### src/rtl/compare_result_monitor.sv
// Debounced monitor for the one-hot comparator result xyz (x = A>B, y = A=B, z = A<B).
// Holds the accepted result as registered LEDs, pulses on change, counts transitions and flags illegal codes.
module compare_result_monitor #(
  parameter int STABLE_CYCLES = 4,
  parameter int COUNT_WIDTH   = 8
) (
  input  logic                   clock,
  input  logic                   reset_n,
  input  logic [2:0]             xyz_in,
  input  logic                   enable,
  input  logic                   clear,
  output logic                   led_gt,
  output logic                   led_eq,
  output logic                   led_lt,
  output logic                   changed,
  output logic                   error,
  output logic [COUNT_WIDTH-1:0] gt_count,
  output logic [COUNT_WIDTH-1:0] eq_count,
  output logic [COUNT_WIDTH-1:0] lt_count
);

  typedef enum logic [1:0] {
    NONE,
    GREATER,
    EQUAL,
    LESS
  } state_t;

  localparam logic [7:0]             STABLE_LIMIT = 8'(STABLE_CYCLES);
  localparam logic [COUNT_WIDTH-1:0] COUNT_MAX    = '1;
  localparam logic [COUNT_WIDTH-1:0] COUNT_ONE    = COUNT_WIDTH'(1);

  logic [2:0] s1;
  logic [2:0] s2;
  logic [2:0] candidate;
  logic [7:0] stable_count;
  logic       judged;
  logic       judge;
  logic       code_valid;
  logic       accept;
  state_t     state;
  state_t     decoded;

  // xyz_in comes straight from switches, so it is brought into the clock domain first
  always_ff @(posedge clock or negedge reset_n) begin
    if (!reset_n) begin
      s1 <= 3'b000;
      s2 <= 3'b000;
    end else begin
      s1 <= xyz_in;
      s2 <= s1;
    end
  end

  // Any change of the synchronised code restarts the stable run; the count saturates at the limit
  always_ff @(posedge clock or negedge reset_n) begin
    if (!reset_n) begin
      candidate    <= 3'b000;
      stable_count <= 8'd0;
      judged       <= 1'b0;
    end else if (s2 != candidate) begin
      candidate    <= s2;
      stable_count <= 8'd1;
      judged       <= 1'b0;
    end else begin
      if (stable_count < STABLE_LIMIT) begin
        stable_count <= stable_count + 8'd1;
      end
      if (judge) begin
        judged <= 1'b1;
      end
    end
  end

  assign judge = (stable_count == STABLE_LIMIT) && !judged && enable;

  always_comb begin
    decoded    = NONE;
    code_valid = 1'b1;
    case (candidate)
      3'b100:  decoded = GREATER;
      3'b010:  decoded = EQUAL;
      3'b001:  decoded = LESS;
      default: code_valid = 1'b0;
    endcase
  end

  assign accept = judge && code_valid && (decoded != state);

  always_ff @(posedge clock or negedge reset_n) begin
    if (!reset_n) begin
      state   <= NONE;
      led_gt  <= 1'b0;
      led_eq  <= 1'b0;
      led_lt  <= 1'b0;
      changed <= 1'b0;
    end else begin
      changed <= 1'b0;
      if (accept) begin
        state   <= decoded;
        led_gt  <= (decoded == GREATER);
        led_eq  <= (decoded == EQUAL);
        led_lt  <= (decoded == LESS);
        changed <= 1'b1;
      end
    end
  end

  // clear wins over a same-edge error set or counter increment
  always_ff @(posedge clock or negedge reset_n) begin
    if (!reset_n) begin
      error <= 1'b0;
    end else if (clear) begin
      error <= 1'b0;
    end else if (judge && !code_valid) begin
      error <= 1'b1;
    end
  end

  always_ff @(posedge clock or negedge reset_n) begin
    if (!reset_n) begin
      gt_count <= '0;
      eq_count <= '0;
      lt_count <= '0;
    end else if (clear) begin
      gt_count <= '0;
      eq_count <= '0;
      lt_count <= '0;
    end else if (accept) begin
      if (decoded == GREATER && gt_count != COUNT_MAX) begin
        gt_count <= gt_count + COUNT_ONE;
      end
      if (decoded == EQUAL && eq_count != COUNT_MAX) begin
        eq_count <= eq_count + COUNT_ONE;
      end
      if (decoded == LESS && lt_count != COUNT_MAX) begin
        lt_count <= lt_count + COUNT_ONE;
      end
    end
  end

endmodule
### config.mk
export PLATFORM = sky130hd
export DESIGN_NAME = compare_result_monitor
export DESIGN_NICKNAME = d
export VERILOG_FILES = /design/src/rtl/compare_result_monitor.sv
export SDC_FILE = /design/constraint.sdc
export NUM_CORES = 1
export LEC_CHECK = 0
export ABC_CLOCK_PERIOD_IN_PS = 1800
export CAP_MARGIN = 0
export CORE_ASPECT_RATIO = 0.9
export CORE_UTILIZATION = 49
export DETAILED_ROUTE_END_ITERATION = 12
export PLACE_DENSITY = 0.76
export SLEW_MARGIN = 5
export SYNTH_ARGS = -nofsm -noshare
export SYNTH_HDL_FRONTEND = slang
export SYNTH_SLANG_ARGS = --single-unit
### constraint.sdc
create_clock -name clock -period 1.8 [get_ports clock]
set_clock_uncertainty 0.05 [all_clocks]
set_input_delay 0.54 -clock clock [delete_from_list [all_inputs] [get_ports clock]]
set_output_delay 0.54 -clock clock [all_outputs]
set_load 0.05 [all_outputs]
# Word level (Yosys, flattened, before mapping)
# Index checks and enable logic that the tools add are counted.
# W data, S select, Z words.
# totals
output_inout_bits,29
wordCells,70
input_bits,7
reg_bits,49
# classes
mux,18
magnitude_cmp,1
add_sub_neg,4
n_reduce_logical,21
n_eq_ne,12
# ops
cell,n
$mux W8,11
$add A8 B1 Y8 const B,4
$ne A8 B8 Y1 const B,3
$reduce_bool A2 Y1,7
$eq A8 B3 Y1 const B,1
$logic_and A1 B1 Y1,8
$lt A8 B3 Y1 const B,1
$mux W1,6
$pmux W2 S3,1
$reduce_and A2 Y1,3
$eq A2 B2 Y1 const B,2
$eq A3 B1 Y1 const B,1
$eq A3 B2 Y1 const B,1
$eq A3 B3 Y1 const B,1
$ne A3 B3 Y1,1
$reduce_or A3 Y1,1
$eq A2 B1 Y1 const B,1
$logic_not A1 Y1,2
$ne A2 B2 Y1,1

# Logic depth before layout (Yosys ltp)
# logic_depth
ltp_word,7
mapped_depth,8
depth_no_buf,7

# Worst setup path after synthesis
# Ideal clock, no wire load.
# synth_path
path_type,register -> register
from,reg gt_count[0]
to,reg gt_count[5]
n_path_buf,1
t_required_ns,1.625
arrival_ns,1.951
setup_slack_ns,-0.325
synth_period_minus_slack_ns,2.125
stages_incl_launch_ff,8
setup_time_ns,0.125
cell_sequence,dfrtp_1 -> ha_1 -> nand3_1 -> o21a_1 -> nand2_1 -> clkbuf_1 -> nor4_1 -> mux2_2
# synth_via
elab_chain_len,4
elab_cells_between_ends,8
cone_classes,add/sub: 1; eq/ne: 1; mux: 3; reduce/logical: 3
# synth_lines
item,line,source
"start, declared",17,"output logic [COUNT_WIDTH-1:0] gt_count,"
"start signal, assigned",131,gt_count <= gt_count + COUNT_ONE;
$add A8 B1 Y8 / $ne A8 B8 Y1 (equally long branches),"131, 130",
$mux W8 / $logic_and A1 B1 Y1 (equally long branches),130,if (decoded == GREATER && gt_count != COUNT_MAX) begin
$mux W8 / $reduce_bool A2 Y1 (equally long branches),--,
$mux W8 / $reduce_and A2 Y1 (equally long branches),--,
# Parallel ways exist; a longest one is shown, timed or not. The select of a mux whose other input is x is not followed.
# A chain may end at the register's enable or synchronous reset.

# Final worst setup path
# layout_path
from,reg stable_count[6]
to,reg gt_count[6]
# layout_via
elab_chain_len,7
# layout_lines
item,line,source
"start, declared",36,logic [7:0] stable_count;
"start signal, assigned",67,stable_count <= stable_count + 8'd1;
$eq A8 B3 Y1,75,assign judge = (stable_count == STABLE_LIMIT) && !judged && enable;
$logic_and A1 B1 Y1 (2 in a row),75,
$logic_and A1 B1 Y1 (2 in a row),88,assign accept = judge && code_valid && (decoded != state);
$reduce_bool A2 Y1 (no source line),--,
$reduce_and A2 Y1 (no source line),--,
# Every way passes these cells.

==> reports/results.tsv <==
stage	metric	value	unit
outcome	outcome	finished with violations	
outcome	failing checks	negative setup slack	
setup_path	Setup CP Type	flip-flop to flip-flop	
clock_network	total CTS buffers	5	
synth	cell taking the most area after synthesis	dfrtp_1	
synth	Yosys reg bits	49	
timing	endpoints failing setup	31	
routing	vias	2641	
pwr	leakage	1.809	nW
die	initial core utilization	0.5141	
synth	Cell Area, Synth	2501	um^2
die	# IOs	36	
finish	ANT cells	0	
clock_network	Clock Latency Late Sink	0.32	ns
pwr	total power	0.002139	W
pwr	power per standard cell area	495.3	nW/um^2
setup_path	crit path max-delay cell type	dfrtp_1	
routing	initial drt markers	274	
place	placed cells	398	
synth	number of synthesis warnings	0	
routing	wire length per cell	21.95	um
die	core area	4865	um^2
global_route	gr ovfl total	0	
synth	most common cell in the netlist	dfrtp_1	
global_route	number of global-route vias before repair	2558	
timing	Worst Tran Pin Value	0.4749	ns
timing	Final Max Slew Viols	0	
routing	Routed Antenna Nets	0	
timing	Worst Setup Slack, final	-0.3345	ns
setup_path	CP Capture Type	flip-flop	
setup_path	crit path DAT	2.29	ns
place	Placement Setup Slack	-0.7294	ns
timing	relative slew slack	0.6834	
clock_network	CTS Buffer Depth	2	
setup_path	critical path peak fanout	8	
place	hpwl dp	4573	um
global_route	first-pass GRT wire length	12670	um
die	Chip Height	69.78	um
setup_path	Worst setup SP type	flip-flop	
synth	Area contributors post-synth	dfrtp_1, a21oi_1, o21ai_0, o31ai_1, or4_1	
synth	top-area cell type share of the netlist area	0.4902	
die	Die X	77.31	um
synth	Synth Instances	250	
hold_path	hold crit path type	input port to async pin	
clock_network	hold_buf cts	0	
global_route	pin count of the biggest net entering global routing	50	
routing	TritonRoute pass-1 iters	4	
place	Port-buffer cells	35	
place	GP Congestion	0.7757	
synth	number of synthesized flops with an enable pin	0	
routing	Total Wirelength	9240	um
routing	post-route DRC violation count	0	
clock_network	CTS sink count	49	
die	# rows	24	
clock_network	# H-tree levels	2	
global_route	global-route usage over all layers	0.3085	
clock_network	Clock Pin Slew Worst Setup and Hold Paths	0.10	ns
timing	unrepaired setup endpoints after global routing	yes	
clock_network	Clock Tree Root	clkbuf_8	
synth	sequential element share of the synthesized area	0.4902	
synth	top post-synthesis cells by count	dfrtp_1, a21oi_1, nand2_1	
timing	Fmax	468.5	MHz
synth	Avg Cell Area, Syn	10.00	um^2
run	Max Cap Viol	0	
finish	Area growth syn-to-layout	72.64	%
synth	Cell variety after synth	50	
finish	design area	4318	um^2
global_route	initial antenna violation count	0	
routing	DR vias/cell	6.273	
setup_path	worst path bufs/invs	1	
place	Placed Area	3669	um^2
timing	final worst path period share	1.186	
timing	hold violation count in the final report	0	
pwr	Peak VDD IR	0.0006962	V
finish	Layout Cells excl Fill	421	
synth	Post-synth top flop	dfrtp_1	
setup_path	CP required	1.96	ns
finish	share of layout cells above drive strength 1	0.5702	
synth	ys async rst share	1.000	
clock_network	CTS tree	built	
die	die area	5395	um^2
synth	synthesized net count	262	
setup_path	CP Cell Sequence	nor2_1 > nand3b_1 > o22a_4 > buf_12 > o31ai_1 > a21oi_2	
finish	fin util	0.8876	
finish	Final nets	367	
setup_path	Largest stage delay, worst path	0.39	ns
timing	Final min period	2.135	ns
setup_path	CP top delay family	compound AO/OA/AOI/OAI gates	
registers in the layout, indices dropped and copies added, names as in the netlist:
signal and cells:
eq_count 8, gt_count 8, lt_count 8, stable_count 8, candidate 3, s1 3
s2 3, state 2, changed 1, error 1, judged 1, led_eq 1
led_gt 1, led_lt 1
cell usage in the layout (no fill, tap or decap), drive strengths merged, types with 6 or more instances in the layout:
master	instances
and2	6
nor2	11
nor3	6
inv	9
o21ai	15
nor2b	8
dfrtp	49
or3	6
nand3	12
a21oi	25
nand2	20
buf	105
or4	10
o31ai	10
repair_timing:
action,4_1_cts,5_1_grt
resized for setup,51,53
pin swaps,40,25
endpoints found under the hold margin,0,0
buffers inserted,8,5
gates cloned,2,0
setup endpoints to repair,31,31
final timing paths:
kind	endpoint	slack (ns)	from	cells after the start
worst max-delay path	gt_count[6]$_DFFE_PN0P_	-0.33	stable_count[6]$_DFFE_PN0P_	6
worst min-delay path	changed$_DFF_PN0_	0.13	reset_n	2
worst max register to register	gt_count[6]$_DFFE_PN0P_	-0.33	stable_count[6]$_DFFE_PN0P_	6
worst min register to register	s2[1]$_DFF_PN0_	0.31	s1[1]$_DFF_PN0_	0
max in group asynchronous	eq_count[3]$_DFFE_PN0P_	1.31	reset_n	2
min in group clock	s2[1]$_DFF_PN0_	0.31	s1[1]$_DFF_PN0_	0
layout make-up:
type,count,area (um^2)
clock buffers,5,68.82
clock inverters,3,26.28
fillers,201,546.8
inverters,6,22.52
multi-input cells,183,1598
flip-flops and latches,49,1237
well taps,65,81.33
repair buffers,110,1284
metal layers:
layer | part of all wire | vias up | GRT usage
met5 | 0 | - | 0
li1 | - | 1126 | -
met4 | 0.041 | 0 | 0.1698
met1 | 0.38 | 1316 | 0.3682
met3 | 0.076 | 46 | 0.06053
met2 | 0.51 | 153 | 0.5211
where the power goes:
part / total (W) / switching [W] / internal (W)
Combinational: 0.000290 / 0.000157 / 0.000133
Sequential: 0.00113 / 0.0000119 / 0.00111
Clock: 0.000722 / 0.000432 / 0.000289
Total: 0.00214 / 0.000602 / 0.00154
through the flow:
step	setup TNS [ns]	hold slack [ns]
2_1_floorplan	-0.6237	0.1944
3_3_place_gp	-13.77	0.2831
3_5_place_dp	-15.46	0.2855
4_1_cts	-3.408	0.1534
5_1_grt	-7.480	0.1554
6_report	-6.304	0.1322
cells by family (layout without fill, tap and decap cells):
logic type	Yosys count	count (layout)	synth area share
simple gates	105	105	0.2506
compound gates	60	62	0.1486
flops	49	49	0.4902
buf+inv	20	124	0.04152
mux	6	6	0.02651
fa+ha+maj	5	5	0.02501
xor+xnor	5	5	0.01751
Note: power is estimated with default switching activity, not from simulation.
